File: src/rtl/cache_traffic_gen.sv
// Write/read-back sweep generator standing in for the CPU on the cache request port.
// Optional request watchdog: define TRAFFIC_GEN_TIMEOUT_EN.
module cache_traffic_gen #(
    parameter int unsigned         ADDR_W         = 27,
    parameter int unsigned         DATA_W         = 32,
    parameter int unsigned         NUM_TXN        = 16,
    parameter logic [ADDR_W-1:0]   BASE_ADDR      = ADDR_W'(27'h0AAAAAA),
    parameter logic [ADDR_W-1:0]   STRIDE         = ADDR_W'(27'h0000400),
    parameter logic [DATA_W-1:0]   SEED           = DATA_W'(32'h5A5A_3C3C),
    parameter int unsigned         TIMEOUT_CYCLES = 4096
) (
    input  logic                           clk,
    input  logic                           RST,
    input  logic                           start,
    input  logic                           mode,
    output logic [ADDR_W-1:0]              req_addr,
    output logic [DATA_W-1:0]              req_data,
    output logic                           req_rw,
    output logic                           req_valid,
    input  logic [DATA_W-1:0]              res_data,
    input  logic                           res_ready,
    output logic                           busy,
    output logic                           done,
    output logic                           pass,
    output logic [$clog2(NUM_TXN+1)-1:0]   err_count,
    output logic [ADDR_W-1:0]              first_err_addr,
    output logic                           led
);

    localparam int unsigned CNT_W = $clog2(NUM_TXN + 1);
    localparam int unsigned IDX_W = (NUM_TXN > 1) ? $clog2(NUM_TXN) : 1;
    localparam logic [IDX_W-1:0] LAST_IDX = IDX_W'(NUM_TXN - 1);

    if (NUM_TXN < 1 || TIMEOUT_CYCLES < 1) begin : g_param_check
        $error("cache_traffic_gen: NUM_TXN and TIMEOUT_CYCLES must be >= 1");
    end

    typedef enum logic [2:0] {
        S_IDLE,
        S_WR,
        S_RD,
        S_DONE
`ifdef TRAFFIC_GEN_TIMEOUT_EN
        , S_TOUT
`endif
    } state_e;

    state_e              state_q, state_d;
    logic [IDX_W-1:0]    idx_q, idx_d;
    logic                mode_q, mode_d;
    logic                req_valid_q, req_valid_d;
    logic                req_rw_q, req_rw_d;
    logic [ADDR_W-1:0]   req_addr_q, req_addr_d;
    logic [DATA_W-1:0]   req_data_q, req_data_d;
    logic                busy_q, busy_d;
    logic                done_q, done_d;
    logic                pass_q, pass_d;
    logic [CNT_W-1:0]    err_count_q, err_count_d;
    logic [ADDR_W-1:0]   first_err_q, first_err_d;
`ifdef TRAFFIC_GEN_TIMEOUT_EN
    localparam int unsigned TMR_W = $clog2(TIMEOUT_CYCLES + 1);
    logic [TMR_W-1:0]    timer_q, timer_d;
`endif

    logic [ADDR_W-1:0]   addr_c;
    logic [DATA_W-1:0]   pat_c;
    logic                last_c;
    logic                mismatch_c;

    // Address and pattern are pure functions of the index.
    assign addr_c     = ADDR_W'(BASE_ADDR + ADDR_W'(idx_q) * STRIDE);
    assign pat_c      = SEED ^ DATA_W'(addr_c) ^ DATA_W'({(DATA_W/2){2'(idx_q)}});
    assign last_c     = (idx_q == LAST_IDX);
    assign mismatch_c = (res_data != pat_c);

    always_comb begin
        state_d     = state_q;
        idx_d       = idx_q;
        mode_d      = mode_q;
        req_valid_d = req_valid_q;
        req_rw_d    = req_rw_q;
        req_addr_d  = req_addr_q;
        req_data_d  = req_data_q;
        busy_d      = busy_q;
        done_d      = done_q;
        pass_d      = pass_q;
        err_count_d = err_count_q;
        first_err_d = first_err_q;
`ifdef TRAFFIC_GEN_TIMEOUT_EN
        timer_d     = timer_q;
`endif
        case (state_q)
`ifdef TRAFFIC_GEN_TIMEOUT_EN
            S_IDLE, S_DONE, S_TOUT: begin
`else
            S_IDLE, S_DONE: begin
`endif
                if (start) begin
                    state_d     = S_WR;
                    idx_d       = '0;
                    mode_d      = mode;
                    busy_d      = 1'b1;
                    done_d      = 1'b0;
                    pass_d      = 1'b0;
                    err_count_d = '0;
                    first_err_d = '0;
                end
            end
            S_WR, S_RD: begin
                // First cycle in a state is the gap; the request issues on the next.
                if (!req_valid_q) begin
                    req_valid_d = 1'b1;
                    req_rw_d    = (state_q == S_WR);
                    req_addr_d  = addr_c;
                    req_data_d  = pat_c;
`ifdef TRAFFIC_GEN_TIMEOUT_EN
                    timer_d     = '0;
`endif
                end else if (res_ready) begin
                    req_valid_d = 1'b0;
                    if (state_q == S_WR) begin
                        if (mode_q) begin
                            state_d = S_RD;
                        end else if (last_c) begin
                            state_d = S_RD;
                            idx_d   = '0;
                        end else begin
                            idx_d = IDX_W'(idx_q + 1'b1);
                        end
                    end else begin
                        if (mismatch_c) begin
                            if (err_count_q != CNT_W'(NUM_TXN)) begin
                                err_count_d = CNT_W'(err_count_q + 1'b1);
                            end
                            if (err_count_q == '0) begin
                                first_err_d = addr_c;
                            end
                        end
                        if (last_c) begin
                            state_d = S_DONE;
                            busy_d  = 1'b0;
                            done_d  = 1'b1;
                            pass_d  = !mismatch_c && (err_count_q == '0);
                        end else begin
                            idx_d = IDX_W'(idx_q + 1'b1);
                            if (mode_q) begin
                                state_d = S_WR;
                            end
                        end
                    end
`ifdef TRAFFIC_GEN_TIMEOUT_EN
                end else if (timer_q == TMR_W'(TIMEOUT_CYCLES - 1)) begin
                    state_d     = S_TOUT;
                    req_valid_d = 1'b0;
                    busy_d      = 1'b0;
                    done_d      = 1'b1;
                    pass_d      = 1'b0;
                    if (err_count_q == '0) begin
                        first_err_d = req_addr_q;
                    end
                end else begin
                    timer_d = TMR_W'(timer_q + 1'b1);
`endif
                end
            end
            default: state_d = S_IDLE;
        endcase
    end

    always_ff @(posedge clk) begin
        if (!RST) begin
            state_q     <= S_IDLE;
            idx_q       <= '0;
            mode_q      <= 1'b0;
            req_valid_q <= 1'b0;
            req_rw_q    <= 1'b0;
            req_addr_q  <= '0;
            req_data_q  <= '0;
            busy_q      <= 1'b0;
            done_q      <= 1'b0;
            pass_q      <= 1'b0;
            err_count_q <= '0;
            first_err_q <= '0;
`ifdef TRAFFIC_GEN_TIMEOUT_EN
            timer_q     <= '0;
`endif
        end else begin
            state_q     <= state_d;
            idx_q       <= idx_d;
            mode_q      <= mode_d;
            req_valid_q <= req_valid_d;
            req_rw_q    <= req_rw_d;
            req_addr_q  <= req_addr_d;
            req_data_q  <= req_data_d;
            busy_q      <= busy_d;
            done_q      <= done_d;
            pass_q      <= pass_d;
            err_count_q <= err_count_d;
            first_err_q <= first_err_d;
`ifdef TRAFFIC_GEN_TIMEOUT_EN
            timer_q     <= timer_d;
`endif
        end
    end

    assign req_addr       = req_addr_q;
    assign req_data       = req_data_q;
    assign req_rw         = req_rw_q;
    assign req_valid      = req_valid_q;
    assign busy           = busy_q;
    assign done           = done_q;
    assign pass           = pass_q;
    assign err_count      = err_count_q;
    assign first_err_addr = first_err_q;
    assign led            = pass_q;

endmodule

File: config.mk
export PLATFORM = sky130hd
export DESIGN_NAME = cache_traffic_gen
export DESIGN_NICKNAME = d
export VERILOG_FILES = /design/src/rtl/cache_traffic_gen.sv
export SDC_FILE = /design/constraint.sdc
export NUM_CORES = 1
export LEC_CHECK = 0
export ABC_AREA = 1
export CORE_MARGIN = 4
export CORE_UTILIZATION = 24
export CTS_CLUSTER_SIZE = 20
export DETAILED_ROUTE_END_ITERATION = 16
export GPL_TIMING_DRIVEN = 0
export SYNTH_ARGS = -nofsm -noshare
export SYNTH_HDL_FRONTEND = slang
export SYNTH_SLANG_ARGS = --single-unit
File: constraint.sdc
create_clock -name clk -period 4.2 [get_ports clk]
set_clock_uncertainty 0.1 [all_clocks]
set_input_delay 0.42 -clock clk [delete_from_list [all_inputs] [get_ports clk]]
set_output_delay 0.42 -clock clk [all_outputs]
set_load 0.02 [all_outputs]
; ---- Word level (Yosys, flattened, before mapping)
; Index checks and enable logic that the tools add are counted.
[totals]
register_bits = 104
word_cells = 99
out_inout_bits = 97
input_bits = 37
[classes]
reduce_logical = 14
eq_ne = 17
n_bitwise = 3
add_sub_neg = 3
muxes = 50
[ops]
columns = operator, count
row1 = $mux 27, 6
row2 = $pmux 27 s2, 1
row3 = $ne 32x32->1, 1
row4 = $xor 31x32->32, 1
row5 = $mux 5, 6
row6 = $mux 4, 7
row7 = $add 24x14->25 const A, 1
row8 = $mux 3, 8
row9 = $mux 1, 16
row10 = $ne 2x2->1 const B, 8
row11 = $not 12->16, 1
row12 = $reduce_and 7->1, 2
row13 = $reduce_and 6->1, 2
row14 = $pmux 5 s2, 1
row15 = $ne 3x3->1 const B, 3
row16 = $pmux 4 s2, 1
row17 = $eq 3x2->1 const B, 2
row18 = $pmux 1 s2, 3
row19 = $pmux 3 s2, 1
row20 = $add 5x1->5 const B, 1
row21 = $logic_not 5->1, 1
row22 = $ne 5x5->1 const B, 1
row23 = $add 4x1->4 const B, 1
row24 = $eq 4x4->1 const B, 1
row25 = other kinds (9), 11

; ---- Depth between registers and ports, before layout
; Gate-level depths: netlist of run 1.
[depth]
depth_word = 11
mapped_depth = 15
depth_no_buf = 14

; ---- Worst setup path before layout of run 1
; OpenSTA, ideal clock, no wires.
[synth_path]
path_type = flip-flop to flip-flop
startpoint = register state_q[0]
endpoint = register first_err_q[21] (netlist: first_err_addr[21])
arrival_ps = 1780
stages_incl_launch_ff = 13
path_slack_ps = 2188
setup_time_ps = 132
path_buffers = 1
synth_period_minus_slack_ps = 2012
required_time_ps = 3968
path_cell_list = dfxtp_1 -> inv_1 -> ha_1 -> buf_6 -> clkinv_1 -> nand3_1 -> nand2_1 -> inv_1 -> nor2_4 -> o21a_1 -> nand2_2 -> nand2_1 -> a21oi_1
[synth_between]
elab_chain_cells = 4
elab_cells_between_ends = 15
classes_between = eq/ne (9) / mux (1) / reduce/logical (5)
[synth_lines]
columns = element, line_no
row1 = "start, declared", 48  ; state_e state_q, state_d;
row2 = "start signal, assigned", 188  ; state_q <= state_d;
row3 = "$eq 3x1->1, or another cell as far along", "92, 121"
row4 = $reduce_or 2->1, 92  ; case (state_q)
row5 = $ne 2x2->1 (no source line) or $reduce_bool 2->1 (tied branches), --
row6 = $reduce_and 7->1 (no source line), --
row7 = "end signal, assigned", 199  ; first_err_q <= first_err_d;
row8 = "end, declared", 59  ; logic [ADDR_W-1:0] first_err_q, first_err_d;
; Parallel ways exist; a longest one is shown, timed or not.
; A chain may end at the register's enable or synchronous reset.

; ---- Final worst setup path of run 1
; Same ends and word-level chain as after synthesis.

==> metrics.txt, run 1 <==
status=finished, final reports clean; vias per inst=4.02; initial antenna violation count=0; clock buffer depth=2; Least-Margin Pin Slew=0.527 ns; area growth from synthesis to layout=56.2%; Crit-path slowest cell=dfxtp_1; final WL=7340 um; 1st-pass router iterations=4; fraction of layout cells with a size suffix above 1=0.179; Final HPWL DP=6050 um; register area share after synthesis=0.263; Layout Nets=580; Max FO, Critical Path=9; remaining antenna violation count after routing=0; CTS Sinks=34; Post-synth EDFFs=0; Max Cap Viol=0; CTS root buf=clkbuf_8; TNS Setup=0 ns; final worst slack=1.85 ns; largest net degree at the start of global routing=13; pre-CTS WS=1.85 ns; Slew HR=0.647; synth cell count leaders=nand2_1 (79), buf_4 (72), inv_1 (51); crit-path leading delay family=simple AND/OR/NAND/NOR gates; Die X=112 um; post-synthesis async set-or-reset flop share=0; power density over the cells=621 nW/um2; worst min path class=reg2reg; Tot GR Track Use=0.114; GP Congestion=0.818; post-route insts no fill=673; Avg Inst Size Synth=6.51 um2; CP peak stage delay=0.38 ns; Initial Util=0.248; Post-Synthesis Cells=397; post-synth top area share=0.263; CORE AREA=10400 um2; DRC Markers=0; RSZ-0062 raised after global routing=no; final hold violations=0; I/O Pins=134; Most used DFF post-synth=dfxtp_1; Final period util=0.560; fmax=0.425 GHz; Clock transition at path regs=0.07 ns; Placed Cells=665; P_leak=1.96 nW; area leader, netlist=dfxtp_1; Worst-Skew Late Latency=0.29 ns; number of port buffers=108; post-cts resize count=0; Max IR drop VDD=0.284 mV; crit path DAT=2.41 ns; Hold Buf Count CTS=0; final count of negative-setup-slack endpoints=0; routed len/inst=10.9 um; Worst Path Buf+Inv=4; global-route congestion overflow total=0; vias in the first global route=2516; DIE AREA=12500 um2; area of the multi-input gates=1200 um2; top-count cell post-synth=nand2_1; Via Count=2705; largest cells by area after synthesis=dfxtp_1 (26%), buf_4 (21%), nand2_1 (11%), inv_1 (7.4%), nor2_1 (7.1%); Crit Path Category=reg2reg; YS warnings=0; total CTS buffers=5; DIE HEIGHT=112 um; endpoint class of the critical path=register; Slew Limit Fails=0; register area=681 um2; number of setup buffers added after CTS=0; Mapped Area=2580 um2; Final Critical Period=2.35 ns; CTS H-tree lvls=2; DRT iter0 DRCs=123; CP startpoint kind=register; Worst EP required=4.26 ns; cell row count=37; Seq cells post-synth=34; cells along the critical path=inv_1, ha_1, buf_6, clkinv_1, nand3_1, nand2_1, inv_1, nor2_4, o21a_1, nand2_2, nand2_1, a21oi_1; Filler cells=1065; CTS tree=done; Netlist cell types=30; first-pass GRT wire length=11900 um; Diodes inserted=0
-- cell families after synthesis --
family,synth area share
AO/OA/AOI/OAI,0.0969
XOR/XNOR,0.00969
adder cells (fa/ha/maj),0.0339
other,0.00145
flip-flops,0.263
buffers and inverters,0.306
AND/OR/NAND/NOR,0.289
-- worst register-to-register path, delay by kind of cell, from the launching register on --
kind | cells | cell delay, ns
simple gates | 5 | 0.64
buf+inv | 4 | 0.45
flops | 1 | 0.38
compound gates | 2 | 0.35
fa+ha+maj | 1 | 0.30
-- cell usage in the layout, fill, tap and decap left out, types with 2 or more instances in the layout --
cell,netlist,layout
o21ai_0,17,17
buf_6,3,3
nand4_1,6,6
nor2_2,5,5
clkbuf_1,3,3
nand3b_1,2,2
ha_1,7,7
inv_1,51,51
nor2_1,49,49
nand2_1,79,79
clkdlybuf4s50_1,0,108
buf_4,72,72
clkbuf_8,0,8
conb_1,1,25
o211ai_1,2,2
nor3_1,2,2
dfxtp_1,34,34
nand3_1,26,26
a21oi_1,22,22
nand2_2,4,4
-- final timing paths --
path | end | start | depth (start not counted) | slack [ns]
setup / recovery | first_err_addr[21] | state_q[0] | 12 | 1.85
hold / removal | mode_q | mode_q | 2 | 0.37
setup reg to reg | first_err_addr[21] | state_q[0] | 12 | 1.85
hold reg to reg | mode_q | mode_q | 2 | 0.37
-- layer usage --
| layer | global-route usage | wire (um) | vias up |
|---|---|---|---|
| li1 | - | - | 1426 |
| met1 | 0.131 | 3030 | 1174 |
| met2 | 0.206 | 3620 | 97 |
| met3 | 0.0288 | 569 | 8 |
| met4 | 0.0373 | 125 | 0 |
| met5 | 0 | 0 | - |
-- registers in the layout, summed over array words and instances, names as in the netlist --
| signal | flops |
|---|---|
| led | 1 |
| req_data | 8 |
| done | 1 |
| mode_q | 1 |
| req_valid | 1 |
| state_q | 2 |
| first_err_addr | 6 |
| req_addr | 3 |
| req_rw | 1 |
| idx_q | 4 |
| busy | 1 |
| err_count | 5 |
-- power breakdown --
| part | switching, mW | internal, mW |
|---|---|---|
| clock | 0.121 | 0.166 |
| combinational | 0.917 | 0.775 |
| sequential | 0.106 | 0.422 |
-- cell type report --
type	count	area share
multi-input cells	255	0.298
repair buffers	108	0.268
flip-flops and latches	34	0.169
plain buffers	79	0.146
inverters	53	0.0493
well taps	136	0.0422
clock buffers	8	0.0273
-- per-stage QoR --
stage | area [um2] | power (mW) | hold WS, ns | util
final | 4040 | 2.51 | 0.365 | 0.387
after detailed placement | 3930 | 2.24 | 0.354 | 0.377
after global placement | 3930 | 2.21 | 0.351 | 0.377
after floorplan | 2670 | 1.60 | 0.335 | -
after CTS | 4040 | 2.53 | 0.364 | 0.387
after global routing | 4040 | 2.70 | 0.391 | 0.387
No activity file was read; power rests on OpenSTA's default activity.
==> inputs of run 2 (changes only) <==
==> constraint.sdc (replaced) <==
create_clock -name clk -period 2.08 [get_ports clk]
set_clock_uncertainty 0.1 [all_clocks]
set_input_delay 0.208 -clock clk [delete_from_list [all_inputs] [get_ports clk]]
set_output_delay 0.208 -clock clk [all_outputs]
set_load 0.02 [all_outputs]
==> run 2 against run 1 <==
Net effect: die area unchanged; largest cell class unchanged; critical path depth is 3 higher; combinational power is 120% higher; core utilization is 1.3 points higher; sequential power is 100% higher; setup slack worse by 1.7 ns; cell count grew 1.2%; design area increased by 3.4%.
==> metrics.txt, run 2 (synthesis results as in run 1) <==
DRC Markers=0; Crit Path Category=reg2reg; endpoint class of the critical path=register; vias in the first global route=2552; largest net degree at the start of global routing=13; Worst setup endpoint=err_count[4]; worst reg2reg path endpoint=err_count[4]; 1st-pass router iterations=4; Max FO, Critical Path=6; total CTS buffers=5; Slew Limit Fails=0; final hold violations=0; GP Congestion=0.818; Max IR drop VDD=0.601 mV; remaining antenna violation count after routing=0; Worst-Skew Late Latency=0.29 ns; CTS H-tree lvls=2; initial antenna violation count=0; Worst EP required=2.17 ns; status=finished, final reports clean; CTS Sinks=34; DP Area=3930 um2; CTS tree=done; Max Cap Viol=0; Least-Margin Pin Slew=0.523 ns; area growth from synthesis to layout=61.5%; Tot GR Track Use=0.115; Final HPWL DP=6050 um; commonest non-fill, non-tap cell in the layout=clkdlybuf4s50_1; TNS Setup=0 ns; number of port buffers=108; Diodes inserted=0; CORE AREA=10400 um2; RR Startpoint=idx_q[1]; Final period util=0.934; final worst slack=0.137 ns; most frequent cells in the layout=clkdlybuf4s50_1 (108), buf_4 (80), nand2_1 (78), inv_1 (48), nor2_1 (46); RSZ-0062 raised after global routing=yes; DRT iter0 DRCs=112; CTS root buf=clkbuf_8; Final Util=0.401; final count of negative-setup-slack endpoints=0; Clock transition at path regs=0.07 ns; Finished Cell Area=4170 um2; crit path DAT=2.03 ns; fmax=0.515 GHz; worst-case reg-to-reg path depth=15; R2R setup slack=0.14 ns; routed len/inst=11.1 um; Via Count=2745; P_leak=2.02 nW; CP startpoint kind=register; worst min path class=reg2reg; worst hold stages=2; pre-CTS WS=-0.274 ns; Slew HR=0.650; Filler cells=1058; final WL=7530 um; Layout Nets=588; I/O Pins=134; fraction of layout cells with a size suffix above 1=0.229; Initial Util=0.248; DIE HEIGHT=112 um; power density over the cells=1270 nW/um2; max reg flops=8; Die X=112 um; clock buffer depth=2; Worst Setup SP=idx_q[1]; first-pass GRT wire length=12000 um; cell row count=37; Final Critical Period=1.94 ns; vias per inst=4.03; Hold Buf Count CTS=0; global-route congestion overflow total=0; DIE AREA=12500 um2
## run 2: cell count changes in the layout (fill, tap and decap cells not counted), sizes merged
cell,delta
buf,+8
clkinv,-1
inv,+1
## run 2: report_power, final
group | switching [mW] | total (mW) | internal [mW]
sequential | 0.218 | 1.07 | 0.857
combinational | 1.93 | 3.65 | 1.71
clock | 0.245 | 0.579 | 0.334
## run 2: stage by stage
| stage | std cells | hold slack, ns | total power, mW |
|---|---|---|---|
| floorplan | 421 | 0.290 | 3.24 |
| global placement | 665 | 0.351 | 4.46 |
| detailed placement | 665 | 0.354 | 4.52 |
| CTS | 677 | 0.364 | 5.22 |
| global route | 681 | 0.390 | 5.70 |
| finish | 681 | 0.363 | 5.30 |
## run 2: worst max-delay path: stages (launching register included)
cell	delay, ns
dfxtp_4	0.37
ha_4	0.28
inv_2	0.06
nand2_1	0.07
nand3_1	0.07
nand2_1	0.06
nand2_1	0.05
inv_1	0.04
nand2_1	0.09
nor2_2	0.16
nand2_2	0.13
buf_4	0.15
nand2_1	0.05
nand2_1	0.04
nand2_1	0.07
nor2_1	0.05
## run 2: repair_timing
action                                  4_1_cts  5_1_grt
pin swaps                                     5       10
endpoints found under the setup margin       25       21
endpoints found under the hold margin         0        0
cloned                                        1        0
buffers inserted                              3        5
gates resized for setup                      11       18
## run 2: area by class of cell
cell class                 count  area [um2]  area share
multi-input combinational    255        1270       0.304
timing repair buffer         117        1150       0.276
sequential                    34         689       0.165
buffer                        78         582       0.139
inverter                      53         201      0.0483
tap                          136         170      0.0408
clock buffer                   8         110      0.0264
## run 2: worst min-delay path by stage
| stage | slack [ns] | startpoint | endpoint |
|---|---|---|---|
| finish | 0.36 | mode_q | mode_q |
| global route | 0.39 | first_err_addr[10] | first_err_addr[10] |
| CTS | 0.36 | mode_q | mode_q |
| detailed placement | 0.35 | mode_q | mode_q |
| global placement | 0.35 | mode_q | mode_q |
| floorplan | 0.29 | start | mode_q |
## run 2: routing by layer
| layer | vias to the layer above | global-route usage | routed length (um) | part of all wire |
|---|---|---|---|---|
| li1 | 1442 | - | - | - |
| met1 | 1196 | 0.129 | 3040 | 0.40 |
| met2 | 99 | 0.208 | 3780 | 0.50 |
| met3 | 8 | 0.0304 | 586 | 0.078 |
| met4 | 0 | 0.0397 | 121 | 0.016 |
| met5 | - | 0 | 0 | 0 |
==> inputs of run 3 (changes only) <==
--- a/config.mk
+++ b/config.mk
@@ -7,10 +7,11 @@
 export LEC_CHECK = 0
 export ABC_AREA = 1
 export CORE_MARGIN = 4
-export CORE_UTILIZATION = 24
+export CORE_UTILIZATION = 36
 export CTS_CLUSTER_SIZE = 20
 export DETAILED_ROUTE_END_ITERATION = 16
 export GPL_TIMING_DRIVEN = 0
+export PLACE_DENSITY = 0.77
 export SYNTH_ARGS = -nofsm -noshare
 export SYNTH_HDL_FRONTEND = slang
 export SYNTH_SLANG_ARGS = --single-unit
==> run 3 against run 2 <==
Net effect: clock power fell by 16%; hold slack improved by 0.0025 ns; register-to-register slack improved by 0.02 ns; global-route usage increased by 4.1 points; core utilization grew 20 points; critical path type unchanged; critical endpoint is now first_err_addr[13]; setup slack improved by 0.024 ns.
==> metrics.txt, run 3 (synthesis results as in run 1) <==
first-pass GRT wire length=11200 um; I/O Pins=134; final WL=7010 um; 1st-pass router iterations=4; power density over the cells=1270 nW/um2; endpoint class of the critical path=register; Max FO, Critical Path=6; vias per inst=4.34; GP Congestion=0.844; DIE AREA=8600 um2; vias in the first global route=2516; commonest non-fill, non-tap cell in the layout=clkdlybuf4s50_1; final hold violations=0; final worst slack=0.162 ns; DRC Markers=0; pre-CTS WS=-0.251 ns; Slew Limit Fails=0; final count of negative-setup-slack endpoints=0; CP startpoint kind=register; Diodes inserted=0; area growth from synthesis to layout=58.8%; Initial Util=0.376; Slew HR=0.638; Die X=92.7 um; remaining antenna violation count after routing=0; DIE HEIGHT=92.7 um; cell row count=30; largest net degree at the start of global routing=13; Clock transition at path regs=0.07 ns; Least-Margin Pin Slew=0.544 ns; max reg flops=8; most frequent cells in the layout=clkdlybuf4s50_1 (108), buf_4 (79), nand2_1 (77), inv_1 (48), nor2_1 (47); number of port buffers=108; Final Critical Period=1.92 ns; worst min path class=reg2reg; routed len/inst=11.0 um; Worst EP required=2.13 ns; Final period util=0.922; fmax=0.521 GHz; clock buffer depth=2; global-route congestion overflow total=0; initial antenna violation count=0; CORE AREA=6870 um2; Worst-Skew Late Latency=0.28 ns; DRT iter0 DRCs=137; status=finished, final reports clean; RSZ-0062 raised after global routing=no; CTS tree=done; CTS root buf=clkbuf_8; total CTS buffers=5; CTS H-tree lvls=2; Hold Buf Count CTS=0; Hold Worst Slack=0.365 ns; CTS Sinks=34; Layout Nets=588; Crit Path Category=reg2reg; Tot GR Track Use=0.156; fraction of layout cells with a size suffix above 1=0.225; Final HPWL DP=5570 um; Max IR drop VDD=0.484 mV; P_leak=2.02 nW; Via Count=2775; crit path DAT=1.97 ns; Max Cap Viol=0
## run 3: repair_timing
item                                    CTS  global route
pin swaps                                 4             7
setup buffers                             7             1
gates cloned                              1             0
endpoints found under the setup margin   24            25
resized for setup                        11            20
## run 3: power breakdown
group / internal [mW] / total, mW / switching [mW] / leakage [nW]
Clock: 0.255 / 0.487 / 0.231 / 0.0431
Sequential: 0.855 / 1.07 / 0.210 / 0.280
Combinational: 1.71 / 3.64 / 1.93 / 1.70
## run 3: worst max-delay path, stage by stage (launching register included)
cell and delay [ns]:
dfxtp_4 0.37, ha_2 0.35, inv_2 0.07, nand2_1 0.08
nand3_1 0.07, nand2_1 0.06, nand2_1 0.05, inv_1 0.06
nand2_2 0.07, nor2_4 0.15, nand2_4 0.09, buf_6 0.14
nand3_1 0.07, a21oi_1 0.06
## run 3: per-stage QoR
step / std cells / utilization / power (mW) / instance area, um2 / TNS (ns)
floorplan: 421 / - / 3.24 / 2670 / 0
global placement: 625 / 0.564 / 4.41 / 3870 / -1.72
detailed placement: 625 / 0.564 / 4.48 / 3870 / -2.47
CTS: 639 / 0.590 / 5.15 / 4050 / 0
global route: 639 / 0.597 / 5.58 / 4100 / 0
finish: 639 / 0.597 / 5.19 / 4100 / 0
## run 3: area by class of cell
| class | count | area, um2 |
|---|---|---|
| well taps | 96 | 120 |
| repair buffers | 117 | 1160 |
| inverters | 53 | 200 |
| plain buffers | 78 | 582 |
| flip-flops and latches | 34 | 688 |
| multi-input cells | 255 | 1270 |
| fillers | 657 | 2770 |
| clock buffers | 6 | 82.6 |
## run 3: worst paths after layout
path	startpoint	to	slack, ns	depth (start not counted)
setup / recovery	idx_q[1]	first_err_addr[13]	0.16	13
hold / removal	mode_q	mode_q	0.37	2
setup reg to reg	idx_q[1]	first_err_addr[13]	0.16	13
hold reg to reg	mode_q	mode_q	0.37	2
## run 3: metal layers
layer / GRT usage / part of all wire / vias up
li1: - / - / 1436
met1: 0.180 / 0.41 / 1206
met2: 0.282 / 0.48 / 115
met3: 0.0382 / 0.088 / 18
met4: 0.0513 / 0.026 / 0
met5: 0 / 0 / -
